[config.mk]
export PLATFORM = sky130hd
export DESIGN_NAME = robbie_wheel_drive
export DESIGN_NICKNAME = d
export VERILOG_FILES = /design/src/rtl/robbie_pkg.sv /design/src/rtl/robbie_wheel_ramp.sv /design/src/rtl/robbie_wheel_drive.sv
export SDC_FILE = /design/constraint.sdc
export NUM_CORES = 1
export LEC_CHECK = 0
export ABC_AREA = 1
export CAP_MARGIN = 20
export CORE_UTILIZATION = 37
export CTS_BUF_LIST = sky130_fd_sc_hd__clkbuf_4 sky130_fd_sc_hd__clkbuf_8 sky130_fd_sc_hd__clkbuf_16
export DETAILED_ROUTE_END_ITERATION = 8
export PLACE_DENSITY_LB_ADDON = 0.3
export SYNTH_ARGS = -nofsm -noshare
export SYNTH_HDL_FRONTEND = slang
export SYNTH_SLANG_ARGS = --single-unit
[constraint.sdc]
create_clock -name CLOCK_50 -period 3.4 [get_ports CLOCK_50]
set_input_delay 0.85 -clock CLOCK_50 [delete_from_list [all_inputs] [get_ports CLOCK_50]]
set_output_delay 0.85 -clock CLOCK_50 [all_outputs]
set_load 0.005 [all_outputs]
[src/rtl/robbie_pkg.sv]
// robbie_pkg: shared types and constants for the Robbie wheel drive.
// Latency: n/a (types and constants only).
// Backpressure: n/a.
//
// Contents:
//   state_t    - drive FSM state (IDLE / RAMP / RUN); 2'd3 is unused
//   WHEEL_FWD  - wheel action bit meaning "drive forward"
//   WHEEL_STOP - wheel action bit meaning "stop"
package robbie_pkg;

  typedef enum logic [1:0] {
    IDLE = 2'd0,
    RAMP = 2'd1,
    RUN  = 2'd2
  } state_t;

  localparam logic WHEEL_FWD  = 1'b1;
  localparam logic WHEEL_STOP = 1'b0;

endpackage

[src/rtl/robbie_wheel_ramp.sv]
// robbie_wheel_ramp: one wheel's duty register, step-toward-target logic and PWM compare.
// Latency: duty moves one count per step pulse; pwm is registered, one cycle behind the compare.
// Backpressure: none; step and clear are single-cycle strobes from the top-level FSM.
//
// Ports:
//   clk, rst   - clock and asynchronous active-high reset
//   frame_cnt  - shared PWM frame position (0..PWM_PERIOD-1)
//   tgt        - duty this wheel is heading for
//   step       - move duty one count toward tgt this cycle
//   clear      - force duty to 0 immediately (illegal-state recovery)
//   duty       - current duty in cycles per frame
//   pwm        - registered motor drive, high while frame_cnt < duty
module robbie_wheel_ramp #(
  parameter int W = 7
) (
  input  logic         clk,
  input  logic         rst,
  input  logic [W-1:0] frame_cnt,
  input  logic [W-1:0] tgt,
  input  logic         step,
  input  logic         clear,
  output logic [W-1:0] duty,
  output logic         pwm
);

  always_ff @(posedge clk or posedge rst) begin
    if (rst) begin
      duty <= '0;
      pwm  <= 1'b0;
    end else begin
      // duty 0 never beats the compare; duty PWM_PERIOD always does
      pwm <= (frame_cnt < duty);
      if (clear) begin
        duty <= '0;
      end else if (step) begin
        // single-count moves cannot overshoot the target
        if (duty < tgt) begin
          duty <= duty + W'(1);
        end else if (duty > tgt) begin
          duty <= duty - W'(1);
        end
      end
    end
  end

endmodule

[src/rtl/robbie_wheel_drive.sv]
// robbie_wheel_drive: two-wheel PWM drive with ramped duty changes and optional command watchdog.
// Latency: command accepted on the edge it is seen; duty steps every RAMP_STEP_CYCLES; pwm registered.
// Backpressure: cmd_ready low while ramping; commands offered then are dropped, not buffered.
//
// Optional feature: define ROBBIE_WATCHDOG_EN to enable the command watchdog.
//
// Ports:
//   CLOCK_50  - clock, all flops rising-edge
//   RESET     - asynchronous active-high reset; stops both wheels at once
//   cmd_valid - command offered; cmd_lwa / cmd_rwa: 1 = forward, 0 = stop
//   cmd_ready - high in IDLE and RUN
//   pwm_l/r   - motor PWM outputs
//   state     - FSM state (IDLE=0, RAMP=1, RUN=2)
//   wdog_trip - one-cycle pulse when the watchdog expires (0 when disabled)
module robbie_wheel_drive
  import robbie_pkg::*;
#(
  parameter int PWM_PERIOD       = 100,
  parameter int DUTY_MAX         = 100,
  parameter int RAMP_STEP_CYCLES = 1000,
  parameter int WDOG_CYCLES      = 50_000_000
) (
  input  logic       CLOCK_50,
  input  logic       RESET,
  input  logic       cmd_valid,
  input  logic       cmd_lwa,
  input  logic       cmd_rwa,
  output logic       cmd_ready,
  output logic       pwm_l,
  output logic       pwm_r,
  output logic [1:0] state,
  output logic       wdog_trip
);

  localparam int CW = $clog2(PWM_PERIOD + 1);
  localparam int RW = (RAMP_STEP_CYCLES > 1) ? $clog2(RAMP_STEP_CYCLES) : 1;

  localparam logic [CW-1:0] DUTY_FULL   = CW'(DUTY_MAX);
  localparam logic [CW-1:0] FRAME_LAST  = CW'(PWM_PERIOD - 1);
  localparam logic [RW-1:0] RAMP_LAST   = RW'(RAMP_STEP_CYCLES - 1);

  generate
    if (DUTY_MAX > PWM_PERIOD || DUTY_MAX < 0 || PWM_PERIOD < 1 ||
        RAMP_STEP_CYCLES < 1 || WDOG_CYCLES < 1) begin : g_bad_params
      $error("robbie_wheel_drive: illegal parameters (need 0 <= DUTY_MAX <= PWM_PERIOD)");
    end
  endgenerate

  state_t          st;
  logic [CW-1:0]   tgt_l, tgt_r;
  logic [CW-1:0]   duty_l, duty_r;
  logic [CW-1:0]   new_l, new_r;
  logic [CW-1:0]   frame_cnt;
  logic [RW-1:0]   ramp_cnt;
  logic            accept;
  logic            step;
  logic            st_bad;
  logic            wdog_expire;

  assign state     = st;
  assign cmd_ready = (st == IDLE) || (st == RUN);
  assign accept    = cmd_valid && cmd_ready;
  assign new_l     = (cmd_lwa == WHEEL_FWD)  ? DUTY_FULL : '0;
  assign new_r     = (cmd_rwa == WHEEL_STOP) ? '0 : DUTY_FULL;
  assign step      = (st == RAMP) && (ramp_cnt == RAMP_LAST);
  assign st_bad    = (st != IDLE) && (st != RAMP) && (st != RUN);

  // Free-running PWM frame position shared by both wheels.
  always_ff @(posedge CLOCK_50 or posedge RESET) begin
    if (RESET) begin
      frame_cnt <= '0;
    end else if (frame_cnt == FRAME_LAST) begin
      frame_cnt <= '0;
    end else begin
      frame_cnt <= frame_cnt + CW'(1);
    end
  end

  // Step timer: held at 0 outside RAMP so every ramp starts a full interval
  // after acceptance; a watchdog trip inside RAMP does not restart it.
  always_ff @(posedge CLOCK_50 or posedge RESET) begin
    if (RESET) begin
      ramp_cnt <= '0;
    end else if (accept || st != RAMP || ramp_cnt == RAMP_LAST) begin
      ramp_cnt <= '0;
    end else begin
      ramp_cnt <= ramp_cnt + RW'(1);
    end
  end

  always_ff @(posedge CLOCK_50 or posedge RESET) begin
    if (RESET) begin
      st    <= IDLE;
      tgt_l <= '0;
      tgt_r <= '0;
    end else begin
      case (st)
        IDLE, RUN: begin
          if (accept) begin
            tgt_l <= new_l;
            tgt_r <= new_r;
            if (new_l != duty_l || new_r != duty_r) begin
              st <= RAMP;
            end else if (new_l == '0 && new_r == '0) begin
              st <= IDLE;
            end else begin
              st <= RUN;
            end
          end else if (wdog_expire) begin
            tgt_l <= '0;
            tgt_r <= '0;
            st    <= RAMP;
          end
        end
        RAMP: begin
          if (wdog_expire) begin
            tgt_l <= '0;
            tgt_r <= '0;
          end else if (duty_l == tgt_l && duty_r == tgt_r) begin
            st <= (tgt_l == '0 && tgt_r == '0) ? IDLE : RUN;
          end
        end
        default: begin
          // 2'd3: wheels are cleared in the ramp blocks on this same edge
          st    <= IDLE;
          tgt_l <= '0;
          tgt_r <= '0;
        end
      endcase
    end
  end

`ifdef ROBBIE_WATCHDOG_EN
  localparam int WW = (WDOG_CYCLES > 1) ? $clog2(WDOG_CYCLES) : 1;
  localparam logic [WW-1:0] WDOG_LAST = WW'(WDOG_CYCLES - 1);

  logic [WW-1:0] wdog_cnt;
  logic          wdog_q;

  // A command landing on the expiry cycle refreshes the timer instead of tripping.
  assign wdog_expire = (st == RAMP || st == RUN) && (wdog_cnt == WDOG_LAST) && !accept;
  assign wdog_trip   = wdog_q;

  always_ff @(posedge CLOCK_50 or posedge RESET) begin
    if (RESET) begin
      wdog_cnt <= '0;
      wdog_q   <= 1'b0;
    end else begin
      wdog_q <= wdog_expire;
      if (accept || wdog_expire || !(st == RAMP || st == RUN)) begin
        wdog_cnt <= '0;
      end else begin
        wdog_cnt <= wdog_cnt + WW'(1);
      end
    end
  end
`else
  assign wdog_expire = 1'b0;
  assign wdog_trip   = 1'b0;
`endif

  robbie_wheel_ramp #(.W(CW)) u_left (
    .clk       (CLOCK_50),
    .rst       (RESET),
    .frame_cnt (frame_cnt),
    .tgt       (tgt_l),
    .step      (step),
    .clear     (st_bad),
    .duty      (duty_l),
    .pwm       (pwm_l)
  );

  robbie_wheel_ramp #(.W(CW)) u_right (
    .clk       (CLOCK_50),
    .rst       (RESET),
    .frame_cnt (frame_cnt),
    .tgt       (tgt_r),
    .step      (step),
    .clear     (st_bad),
    .duty      (duty_r),
    .pwm       (pwm_r)
  );

endmodule
==> flow_summary.toml <==
[status]
outcome = "completed"

[detailed_routing]
ant_nets = 0
dr.first_iter.drc_count = 94
firstDrtPassIters = 5
vias_per_cell = 4.72
wl_mm = 5.57
vias = 2311
drc = 0
wl_per_cell_um = 11.4

[floorplan]
ios = 11
rows = 31
die_w_um = 88.3
start_util = 0.382
fp.dieH_um = 88.3
dieArea_sq_um = 7790
core_area_sq_um = 7210

[timing]
hold_viol = 0
fin_skew_ns = 0.0113
layout_setup_ws_ns = 0.960
drv_slew = 0
max_freq_mhz = 410
fin_setup_tns_ns = 0
finalCriticalPeriod_ns = 2.44
post-route-period-util = 0.718
rsz0062_at_grt = "no"
setup_viol = 0
whs_ns = 0.550

[cells_and_area]
design_area_sq_um = 3050
fin_util = 0.423
finalNonFillerCells = 490
final_layout_size_suffix_gt1_frac = 0.0767
diodes = 0
area_delta_synth_final_pct = 10.9
nets = 428

[yosys]
syn_area_sq_um = 2750
netlist.area_leader.share = 0.336
synth_fa_ha_area_frac = 0.155
syn_avg_cell_area_sq_um = 7.36
synth_area_leaders = "dfrtp_1 (34%), nand2_1 (14%), ha_1 (14%)"
syn_inst = 374
synth_top_family_by_area = "simple AND/OR/NAND/NOR gates"
yosys.area_share.simple = 0.293
synth_seq_area_share = 0.336
async_flop_share = 1.00
synth.net_count = 412
ys.flop_type = "dfrtp_1"
synth_warnings = 0
yosysTopAreaCell = "dfrtp_1"
synth_compound_gate_area_share = 0.0954
synth_mux_area_frac = 0
synthXorXnorAreaFrac = 0.0286
synth_edf_count = 0
ys_ff_latch = 37
synth_cell_type_count = 31

[clocking]
cts_buffers = 5
h-tree-depth = 2
cts_tree = "built"
root_buffer = "clkbuf_8"
cts_num_sinks = 37
cts-resized-gates = 0
worstSkewPairLatency_ns = 0.29
clkTransAtPathRegs_ns = 0.08
postCtsHoldBufs = 0
postCtsSetupBuffers = 0
clockBufferDepth = 2

[place]
dp_hpwl_mm = 4.40
finalWeightedCongestion = 0.789
port_buffers = 9
placed_cell_area_sq_um = 2970
place_ws_ns = 0.991
dp_cells = 482

[global_route]
grt_use_met1 = 0.208
grt_overflow = 0
grt_pass1_wl_mm = 9.80
use_met2 = 0.282
track_usage = 0.161
grt_max_degree = 38
antenna_found_initial = 0
gr-max-usage-layer = "met2"
met3_usage = 0.0252
grt_pass1_vias = 2164

[critical_path]
startpoint = "tgt_r[5]$_DFFE_PP0P_"
rr_worst_depth = 10
r2r_setup_slack_ns = 0.96
path_max_fanout = 10
crit_end = "u_right.duty[4]$_DFFE_PP0P_"
endpoint_kind = "flop"
r2r_start = "tgt_r[5]$_DFFE_PP0P_"
path_class = "flop to flop"
startpoint_type = "flop"
crit_arrival_ns = 2.61
crit_required_ns = 3.57
r2r-end = "u_right.duty[4]$_DFFE_PP0P_"

[pwr]
ir_drop_mv = 0.264
powerDensity_nw_per_um2 = 488
leakagePower_nw = 1.60
finalPower_mw = 1.49

[worst_hold_path]
holdCritPathClass = "flop to flop"

[run]
drv_cap = 0
[worst min-delay path by stage]
stage                                       from                     end  cells past startpoint
final                      ramp_cnt[0]$_DFF_PP0_   ramp_cnt[0]$_DFF_PP0_                      1
after detailed placement   ramp_cnt[7]$_DFF_PP0_   ramp_cnt[7]$_DFF_PP0_                      2
after global placement     ramp_cnt[0]$_DFF_PP0_   ramp_cnt[0]$_DFF_PP0_                      1
after CTS                  ramp_cnt[0]$_DFF_PP0_   ramp_cnt[0]$_DFF_PP0_                      1
after global routing       ramp_cnt[0]$_DFF_PP0_   ramp_cnt[0]$_DFF_PP0_                      1
after floorplan           frame_cnt[0]$_DFF_PP0_  frame_cnt[0]$_DFF_PP0_                      1
[worst max-delay path, stage by stage (launching register included)]
cell     delay [ns]
dfrtp_1        0.40
inv_1          0.10
ha_1           0.32
a21oi_1        0.19
nand2_1        0.28
ha_1           0.44
nand2_1        0.08
nand2_1        0.06
a21oi_1        0.17
xor2_1         0.19
o21ai_1        0.09
[flip-flops by register name, summed over array words and instances, names as in the netlist]
signal / cells
u_left.duty: 7
u_right.pwm: 1
tgt_l: 1
u_left.pwm: 1
state: 2
u_right.duty: 7
frame_cnt: 7
tgt_r: 1
ramp_cnt: 10
[Yosys cell counts (4+ instances only)]
cell type  count
xor2_1         7
nor2_1        26
inv_1         62
dfrtp_1       37
ha_1          31
nand2_2        6
a21oi_1       26
nand2_1      104
nor3_1         7
nand4_1        4
o21ai_0        6
nand3_1       21
o21ai_1        7
nor2_2         6
[cell type report]
| type | instances | area (sq um) |
|---|---|---|
| fill | 770 | 4160 |
| sequential | 37 | 926 |
| inverter | 64 | 241 |
| clock inverter | 2 | 10.0 |
| tap | 99 | 124 |
| multi-input combinational | 272 | 1580 |
| clock buffer | 6 | 76.3 |
| timing repair buffer | 10 | 97.6 |
[layer usage]
| layer | part of all wire | up-vias |
|---|---|---|
| li1 | - | 1225 |
| met1 | 0.49 | 1062 |
| met2 | 0.48 | 19 |
| met3 | 0.020 | 5 |
| met4 | 0.0088 | 0 |
| met5 | 0 | - |
[placed cells by master (no fill, tap or decap), types with 3 or more instances in the layout]
master / instances
nor3_1: 7
nor2_2: 6
clkinv_2: 3
nor2_1: 26
a21oi_1: 26
nand2_2: 6
nand2_1: 104
clkdlybuf4s50_1: 9
inv_1: 62
clkbuf_8: 5
o21ai_0: 6
nand4_1: 4
nand3_1: 21
ha_1: 31
xor2_1: 7
dfrtp_1: 37
o21ai_1: 7
[cell families after synthesis]
family                     count (synthesis)
DFF                                       37
xor gates and xnor gates                   9
AOI/OAI and AO/OA                         47
buffers and inverters                     65
other                                      1
and+or+nand+nor                          182
adders and majority gates                 33
[power breakdown]
part           switching, mW  total [mW]  internal (mW)  leakage [nW]
combinational          0.406       0.645          0.239          1.06
clock                  0.167       0.317          0.150        0.0484
sequential            0.0501       0.528          0.478         0.493
total                  0.623        1.49          0.867          1.60
No activity file was read; power rests on OpenSTA's default activity.
